===== config.mk =====
export PLATFORM = sky130hd
export DESIGN_NAME = mem_block_engine
export DESIGN_NICKNAME = d
export VERILOG_FILES = /design/src/rtl/mem_block_engine.sv
export SDC_FILE = /design/constraint.sdc
export NUM_CORES = 1
export LEC_CHECK = 0
export ABC_AREA = 1
export BUFFER_PORTS_ARGS = -buffer_cell sky130_fd_sc_hd__buf_4
export CAP_MARGIN = 20
export CORE_UTILIZATION = 58
export CTS_CLUSTER_DIAMETER = 80
export DETAILED_ROUTE_END_ITERATION = 10
export PLACE_DENSITY = 0.82
export SLEW_MARGIN = 20
export SYNTH_ARGS = -nofsm -noshare
export SYNTH_HDL_FRONTEND = slang
export SYNTH_SLANG_ARGS = --single-unit

===== constraint.sdc =====
create_clock -name CLK -period 4.37 [get_ports CLK]
set_clock_uncertainty 0.15 [all_clocks]
set_input_delay 0.437 -clock CLK [delete_from_list [all_inputs] [get_ports CLK]]
set_output_delay 0.437 -clock CLK [all_outputs]
set_load 0.01 [all_outputs]

===== src/rtl/mem_block_engine.sv =====
// ---------------------------------------------------------------------------
// mem_block_engine
//
// Requester-side block engine for the 32K x 64 internal memory port.
// Runs one of three block operations per accepted START:
//    FILL  - write PATTERN to LEN consecutive words starting at DST
//    COPY  - read SRC+i, then write that word to DST+i, one word per 2 cycles
//    CHECK - pipelined reads of SRC+i, counting words that differ from PATTERN
// Read responses carry back the request tag, which is checked against the
// address that was actually requested.
//
// Ports
//    CLK                 clock, rising edge
//    RESET               synchronous reset, active low
//    START/OP            command strobe and opcode (00 FILL, 01 COPY, 10 CHECK)
//    SRC/DST/LEN         block source, destination (word addr) and word count
//    PATTERN             fill data / check compare value
//    BUSY/DONE/ERR       status: running, one-cycle completion, error flag
//    MISMATCH            saturating CHECK miscompare count
//    ACT/CMD/ADDR/BE/DI  memory request (CMD 1=read, BE active low)
//    TI                  request tag
//    DRDY/DO/TO          read response (valid one cycle after the read)
// ---------------------------------------------------------------------------
//  state       | meaning
//  ------------+-------------------------------------------------------------
//  S_IDLE      | waiting for START
//  S_FILL      | one pattern write per cycle
//  S_COPY_RD   | read request for the current COPY word
//  S_COPY_WR   | write of the returned word (suppressed on a bad response)
//  S_CHK       | one read per cycle, responses checked one cycle later
//  S_CHK_DRAIN | no request, checks the response to the last read
//  S_FIN       | one-cycle DONE pulse, BUSY low
// ---------------------------------------------------------------------------
module mem_block_engine #(
   parameter int TagWidth = 21
) (
   input  logic                CLK,
   input  logic                RESET,
   input  logic                START,
   input  logic [1:0]          OP,
   input  logic [14:0]         SRC,
   input  logic [14:0]         DST,
   input  logic [15:0]         LEN,
   input  logic [63:0]         PATTERN,
   output logic                BUSY,
   output logic                DONE,
   output logic                ERR,
   output logic [15:0]         MISMATCH,
   output logic                ACT,
   output logic                CMD,
   output logic [14:0]         ADDR,
   output logic [7:0]          BE,
   output logic [63:0]         DI,
   output logic [TagWidth-1:0] TI,
   input  logic                DRDY,
   input  logic [63:0]         DO,
   input  logic [TagWidth-1:0] TO
);

   typedef enum logic [2:0] {
      S_IDLE,
      S_FILL,
      S_COPY_RD,
      S_COPY_WR,
      S_CHK,
      S_CHK_DRAIN,
      S_FIN
   } state_t;

   localparam logic [1:0] OP_FILL = 2'b00;
   localparam logic [1:0] OP_COPY = 2'b01;
   localparam logic [1:0] OP_RSVD = 2'b11;

   state_t                state;
   logic                  act_r;
   logic                  cmd_r;
   logic [14:0]           addr_r;
   logic [7:0]            be_r;
   logic [63:0]           di_r;
   logic [TagWidth-1:0]   ti_r;
   logic                  busy_r;
   logic                  done_r;
   logic                  err_r;
   logic [15:0]           mis_r;

   logic [14:0]           src_ptr;
   logic [14:0]           dst_ptr;
   logic [14:0]           src_nxt;
   logic [14:0]           dst_nxt;
   logic [15:0]           remaining;     // words left after the current one
   logic [63:0]           pattern_r;
   logic                  rd_pend;       // a CHECK read was issued last cycle
   logic [14:0]           rd_addr;       // address of that read

   logic                  rsp_ok;
   logic                  wr_blocked;
   logic                  rsp_check;
   logic                  last_word;
   logic                  unused_to;

   function automatic logic [TagWidth-1:0] rd_tag(input logic [14:0] a);
      logic [TagWidth-1:0] t;
      t = '0;
      t[TagWidth-1] = 1'b1;
      t[14:0] = a;
      return t;
   endfunction

   assign src_nxt   = src_ptr + 15'd1;
   assign dst_nxt   = dst_ptr + 15'd1;
   assign last_word = (remaining == 16'd0);

   // The COPY write may only go out if the word it carries is the one we
   // asked for; otherwise the request is squashed in the same cycle.
   assign rsp_ok     = DRDY && (TO[14:0] == src_ptr);
   assign wr_blocked = (state == S_COPY_WR) && !rsp_ok;
   assign rsp_check  = (state == S_CHK) || (state == S_CHK_DRAIN);

   // Only the low 15 tag bits identify the request.
   assign unused_to = ^TO[TagWidth-1:15];

   assign ACT      = act_r && !wr_blocked;
   assign CMD      = cmd_r;
   assign ADDR     = addr_r;
   assign BE       = be_r;
   assign DI       = (state == S_COPY_WR) ? DO : di_r;
   assign TI       = ti_r;
   assign BUSY     = busy_r;
   assign DONE     = done_r;
   assign ERR      = err_r;
   assign MISMATCH = mis_r;

   always_ff @(posedge CLK) begin
      if (!RESET) begin
         state     <= S_IDLE;
         act_r     <= 1'b0;
         cmd_r     <= 1'b0;
         addr_r    <= '0;
         be_r      <= 8'hFF;
         di_r      <= '0;
         ti_r      <= '0;
         busy_r    <= 1'b0;
         done_r    <= 1'b0;
         err_r     <= 1'b0;
         mis_r     <= '0;
         src_ptr   <= '0;
         dst_ptr   <= '0;
         remaining <= '0;
         pattern_r <= '0;
         rd_pend   <= 1'b0;
         rd_addr   <= '0;
      end else begin
         done_r <= 1'b0;

         // CHECK response path: the response to the read of the previous
         // cycle is due now.
         if (rsp_check) begin
            if (DRDY && (DO != pattern_r) && (mis_r != 16'hFFFF)) begin
               mis_r <= mis_r + 16'd1;
            end
            if (rd_pend && (!DRDY || (TO[14:0] != rd_addr))) begin
               err_r <= 1'b1;
            end
         end

         case (state)
            S_IDLE, S_FIN: begin
               state  <= S_IDLE;
               busy_r <= 1'b0;
               act_r  <= 1'b0;
               cmd_r  <= 1'b0;
               be_r   <= 8'hFF;
               ti_r   <= '0;
               if (START) begin
                  err_r     <= (OP == OP_RSVD);
                  mis_r     <= '0;
                  pattern_r <= PATTERN;
                  src_ptr   <= SRC;
                  dst_ptr   <= DST;
                  remaining <= LEN - 16'd1;
                  rd_pend   <= 1'b0;
                  if ((OP == OP_RSVD) || (LEN == 16'd0)) begin
                     state  <= S_FIN;
                     done_r <= 1'b1;
                  end else begin
                     busy_r <= 1'b1;
                     act_r  <= 1'b1;
                     if (OP == OP_FILL) begin
                        state  <= S_FILL;
                        cmd_r  <= 1'b0;
                        addr_r <= DST;
                        be_r   <= 8'h00;
                        di_r   <= PATTERN;
                     end else begin
                        state  <= (OP == OP_COPY) ? S_COPY_RD : S_CHK;
                        cmd_r  <= 1'b1;
                        addr_r <= SRC;
                        ti_r   <= rd_tag(SRC);
                     end
                  end
               end
            end

            S_FILL: begin
               if (last_word) begin
                  state  <= S_FIN;
                  done_r <= 1'b1;
                  busy_r <= 1'b0;
                  act_r  <= 1'b0;
                  be_r   <= 8'hFF;
               end else begin
                  dst_ptr   <= dst_nxt;
                  addr_r    <= dst_nxt;
                  remaining <= remaining - 16'd1;
               end
            end

            S_COPY_RD: begin
               state  <= S_COPY_WR;
               cmd_r  <= 1'b0;
               addr_r <= dst_ptr;
               be_r   <= 8'h00;
               ti_r   <= '0;
            end

            S_COPY_WR: begin
               if (!rsp_ok || last_word) begin
                  if (!rsp_ok) begin
                     err_r <= 1'b1;
                  end
                  state  <= S_FIN;
                  done_r <= 1'b1;
                  busy_r <= 1'b0;
                  act_r  <= 1'b0;
                  be_r   <= 8'hFF;
               end else begin
                  state     <= S_COPY_RD;
                  src_ptr   <= src_nxt;
                  dst_ptr   <= dst_nxt;
                  remaining <= remaining - 16'd1;
                  cmd_r     <= 1'b1;
                  addr_r    <= src_nxt;
                  be_r      <= 8'hFF;
                  ti_r      <= rd_tag(src_nxt);
               end
            end

            S_CHK: begin
               rd_pend <= 1'b1;
               rd_addr <= src_ptr;
               if (last_word) begin
                  state <= S_CHK_DRAIN;
                  act_r <= 1'b0;
                  cmd_r <= 1'b0;
                  ti_r  <= '0;
               end else begin
                  src_ptr   <= src_nxt;
                  addr_r    <= src_nxt;
                  ti_r      <= rd_tag(src_nxt);
                  remaining <= remaining - 16'd1;
               end
            end

            S_CHK_DRAIN: begin
               rd_pend <= 1'b0;
               state   <= S_FIN;
               done_r  <= 1'b1;
               busy_r  <= 1'b0;
            end

            default: begin
               state  <= S_IDLE;
               busy_r <= 1'b0;
               act_r  <= 1'b0;
            end
         endcase
      end
   end

endmodule


== Word level (Yosys, flattened, before mapping) ==
Cells that the tools add are included.

* $add $sub $neg: 5
* Equal/unequal tests: 22
* Mux-type cells: 64
* Bitwise logic cells: 3
* Reduce and logical (&&, ||, !) cells: 41

{| class="wikitable"
|+ Operators by type and width
! kind !! number
|-
| 2-to-1 mux 15 bit || 9
|-
| 2-to-1 mux 16 bit || 7
|-
| 2-to-1 mux 21 bit || 5
|-
| case mux 15 bit (3 select lines) || 2
|-
| case mux 21 bit (4 select lines) || 1
|-
| case mux 15 bit (5 select lines) || 1
|-
| 2-to-1 mux 64 bit || 1
|-
| != test 64 bit || 1
|-
| case mux 16 bit (3 select lines) || 1
|-
| zero test 16 bit || 2
|-
| 2-to-1 mux 8 bit || 4
|-
| case mux 8 bit (4 select lines) || 1
|-
| subtractor 16 x 1 -> 16 bit, second input constant || 2
|-
| adder 15 x 1 -> 15 bit, second input constant || 2
|-
| 2-to-1 mux 3 bit || 7
|-
| 2-to-1 mux 1 bit || 18
|-
| case mux 3 bit (6 select lines) || 1
|-
| adder 16 x 1 -> 16 bit, second input constant || 1
|-
| != test 16 bit, second input constant || 1
|-
| != test 2 bit, second input constant || 8
|-
| case mux 1 bit (4 select lines) || 4
|-
| AND reduction 4 bit || 4
|-
| equality test 15 bit || 1
|-
| != test 15 bit || 1
|-
| 21 further kinds || 50
|}

* Bits in registers: 258
* Output and inout bits: 129

== Logic depth before layout (Yosys ltp) ==
* Word-level depth: 8
* Gate-level depth with buffers: 15
* Mapped depth without buffers: 14

== Worst setup path after synthesis ==
No wires, ideal clock.

* Path kind: register -> output
* From: register state[0]
* To: output port DI[0]
* Arrival: 1.488 ns
* Required time: 3.783 ns
* Path slack: 2.295 ns
* Cell stages (with the launch flop): 7
* Path through: dfxtp_1 nand2_2 nor2_1 inv_2 clkbuf_1 clkbuf_1 o21ai_0

* Word-level cells in the longest chain between the ends: 2

{| class="wikitable"
|+ Ends and longest elaborated chain
! what !! line !! source
|-
| from (decl) || 74 || <nowiki>state_t state;</nowiki>
|-
| from (signal assigned) || 195 || <nowiki>state <= (OP == OP_COPY) ? S_COPY_RD : S_CHK;</nowiki>
|-
| equality test 3 x 2 -> 1 bit || 126 || <nowiki>assign DI = (state == S_COPY_WR) ? DO : di_r;</nowiki>
|-
| 2-to-1 mux 64 bit || 126 ||
|-
| to (decl) || 53 || <nowiki>output logic [63:0] DI,</nowiki>
|}

Every way passes these cells.

== Final worst setup path ==
* From: register state[2]
* To: output port DI[21]

The elaborated chain is that of the path after synthesis.

==> metrics <==
post_cts resized=0; Longest Clk Path Bufs=3; CTS tree=built; Fin Setup TNS=0 ns; gp weighted congestion=0.947; worst-margin pin slew=0.992 ns; PwrDens=~610 nW/µm²; Starting Density=about three fifths; Routed Antenna Nets=0; share of cells above drive strength 1=16.5%; unrepaired setup endpoints after global routing=no; post-synthesis cell count=roughly 2200; Synth cell types=43; Clk Latency, worst-skew pair=~0.54 ns; CTS root buf=clkbuf_16; DP HPWL=31900 µm; drt via density=approximately 5.5; most frequent cells in the layout=608 x nand2_1, 334 x buf_4, 275 x nor2_1, 263 x inv_1, 246 x dfxtp_1; DRC viols=1; Hold Path Class=in -> reg; Relative slew margins=around 34%; Sink Count=about 250; Tmin final=3.66 ns; startpoint types=register; final setup fails=0; Worst EP required=about 3.8 ns; Die Height=156 µm; clock slew at reported path FFs=about 0.060 ns; Fillers=around 2000; crit path DAT=approximately 3 ns; sequential fraction of the synthesis area=35.7%; crit end category=primary output; GRT overflow=0; max-cap violation count=0; drt wl/cell=~16 µm; failing checks=DRC; final worst path period share=a little over four fifths; placed cells=about 2800; Crit Path Class=reg -> out; crit-path max FO=44; DR vias=15518; DIE AREA=~24000 µm²; Iteration-0 DRC Markers=1527; worst vdd ir=between 300 and 400 µV; CTS Buf Count=27; Pwr Total=about 10 mW; synth warn=0; IO buf count=about 320; total inserted antenna cells=0; synthesized flop and latch total=between 200 and 250; Fin Hold WS=0.00773 ns; Nets=approximately 2700; Post-CTS Setup Repair Bufs=0; status=finished, violations left; final hold vios=0; gr usage total=a little over a third; # rows=56; Cell Count, Final, Fillers Out=roughly 2800; Synth Cell Area=about 14000 µm²; initial antenna violation count=0; wirelength, routed=about 45000 µm; vias in the first global route=14257; I/O pin count=330; syn_area_per_cell=slightly above 6 µm²; leakage=about 8 nW; first-pass GRT wire length=roughly 70000 µm; pin count of the biggest net entering global routing=roughly 120; Area growth syn-to-layout=24.5%; Final Max Tran Viols=0; drt pass-1 iters=9; fmax=around 0.27 GHz; Die W=around 160 µm; H-tree levels=1; most common cell after layout, fill and taps aside=nand2_1; core outline area=around 23000 µm²
cell type report:
class                           count  area (µm²)  share of cell area (%)
Multi-Input combinational cell   1605        7310                    42.6
Sequential cell                   246        4920                    28.7
Timing Repair Buffer              343        2600                    15.1
Inverter                          277        1040                    6.06
Clock buffer                       38         777                    4.53
Tap cell                          319         399                    2.32
Clock inverter                     10         115                   0.670
Yosys cell counts, drive strengths merged:
cell type,number,area share (%)
nand2,612,17
nor2,285,8.0
inv,276,7.5
o21ai,252,9.2
dfxtp,246,36
a21oi,171,6.2
nand3,132,4.9
clkbuf,81,2.2
buf,40,1.7
xor2,29,1.8
nand4,27,1.2
nor3,23,0.83
o22ai,17,0.77
o2111ai,11,0.70
xnor2,8,0.51
nand3b,6,0.33
or2,5,0.23
ha,4,0.36
nor4,4,0.18
and2,2,0.091
o211ai,2,0.11
o21bai,2,0.11
a211oi,1,0.054
a22o,1,0.064
a31oi,1,0.045
a41oi,1,0.064
and3,1,0.045
clkinv,1,0.027
conb,1,0.027
nor3b,1,0.054
o21a,1,0.054
o31ai,1,0.054
state kept, by name, summed over array words and instances, names as in the netlist, 3 cells and up:
register and flops:
state 3, TI 16, di_r 64, ADDR 15, rd_addr 15, dst_ptr 15
src_ptr 15, pattern_r 64, remaining 16, MISMATCH 16
path summary, 6_finish.rpt:
kind,slack [ns],to,startpoint,cells past startpoint
max,0.71,DI[21],state[2],9
min reg2reg,0.30,di_r[27],di_r[27],2
max reg2reg,0.75,di_r[40],state[2],12
min,0.008,pattern_r[25],PATTERN[25],3
repair_timing:
action                                 in CTS  in global routing
setup endpoints to repair                   0                  0
hold buffers                                8                  0
endpoints found under the hold margin       8                  0
metrics by stage:
step	utilization [%]	instance area (µm²)	setup slack [ns]
6_report	73.4	17200	0.710
5_1_grt	73.4	17200	0.454
4_1_cts	73.4	17200	0.656
3_5_place_dp	69.2	16200	0.666
3_3_place_gp	69.2	16200	0.765
2_1_floorplan	-	13800	2.29
power breakdown:
part | internal (mW) | switching (mW) | total (mW)
combinational | 1.66 | 3.25 | 4.91
clock | 1.36 | 0.956 | 2.31
sequential | 2.87 | 0.393 | 3.26
total | 5.88 | 4.60 | 10.5
worst max-delay path, cell delays in order (launching register included):
cell and delay (ns):
dfxtp_1 0.41, inv_2 0.07, nand2_2 0.39, nor2_1 0.08, buf_4 0.23, inv_2 0.37
buf_4 0.46, nand2_1 0.10, o21ai_0 0.21, buf_4 0.21
metal layers:
layer	wire length, µm	global-route usage (%)
met1	18300	43.9
met2	20900	59.6
met3	3740	5.47
met4	2180	18.4
met5	0	0
cell families (layout without fill, tap and decap cells):
logic type	after synthesis	in the layout	share of synthesized area, %
compound gates	461	461	17.5
xor+xnor	37	37	2.35
fa+ha+maj	4	4	0.363
buf+inv	398	668	11.5
flops	246	246	35.7
other cells	1	5	0.0272
simple gates	1098	1098	32.6
Power figures use the tool's default switching activity.
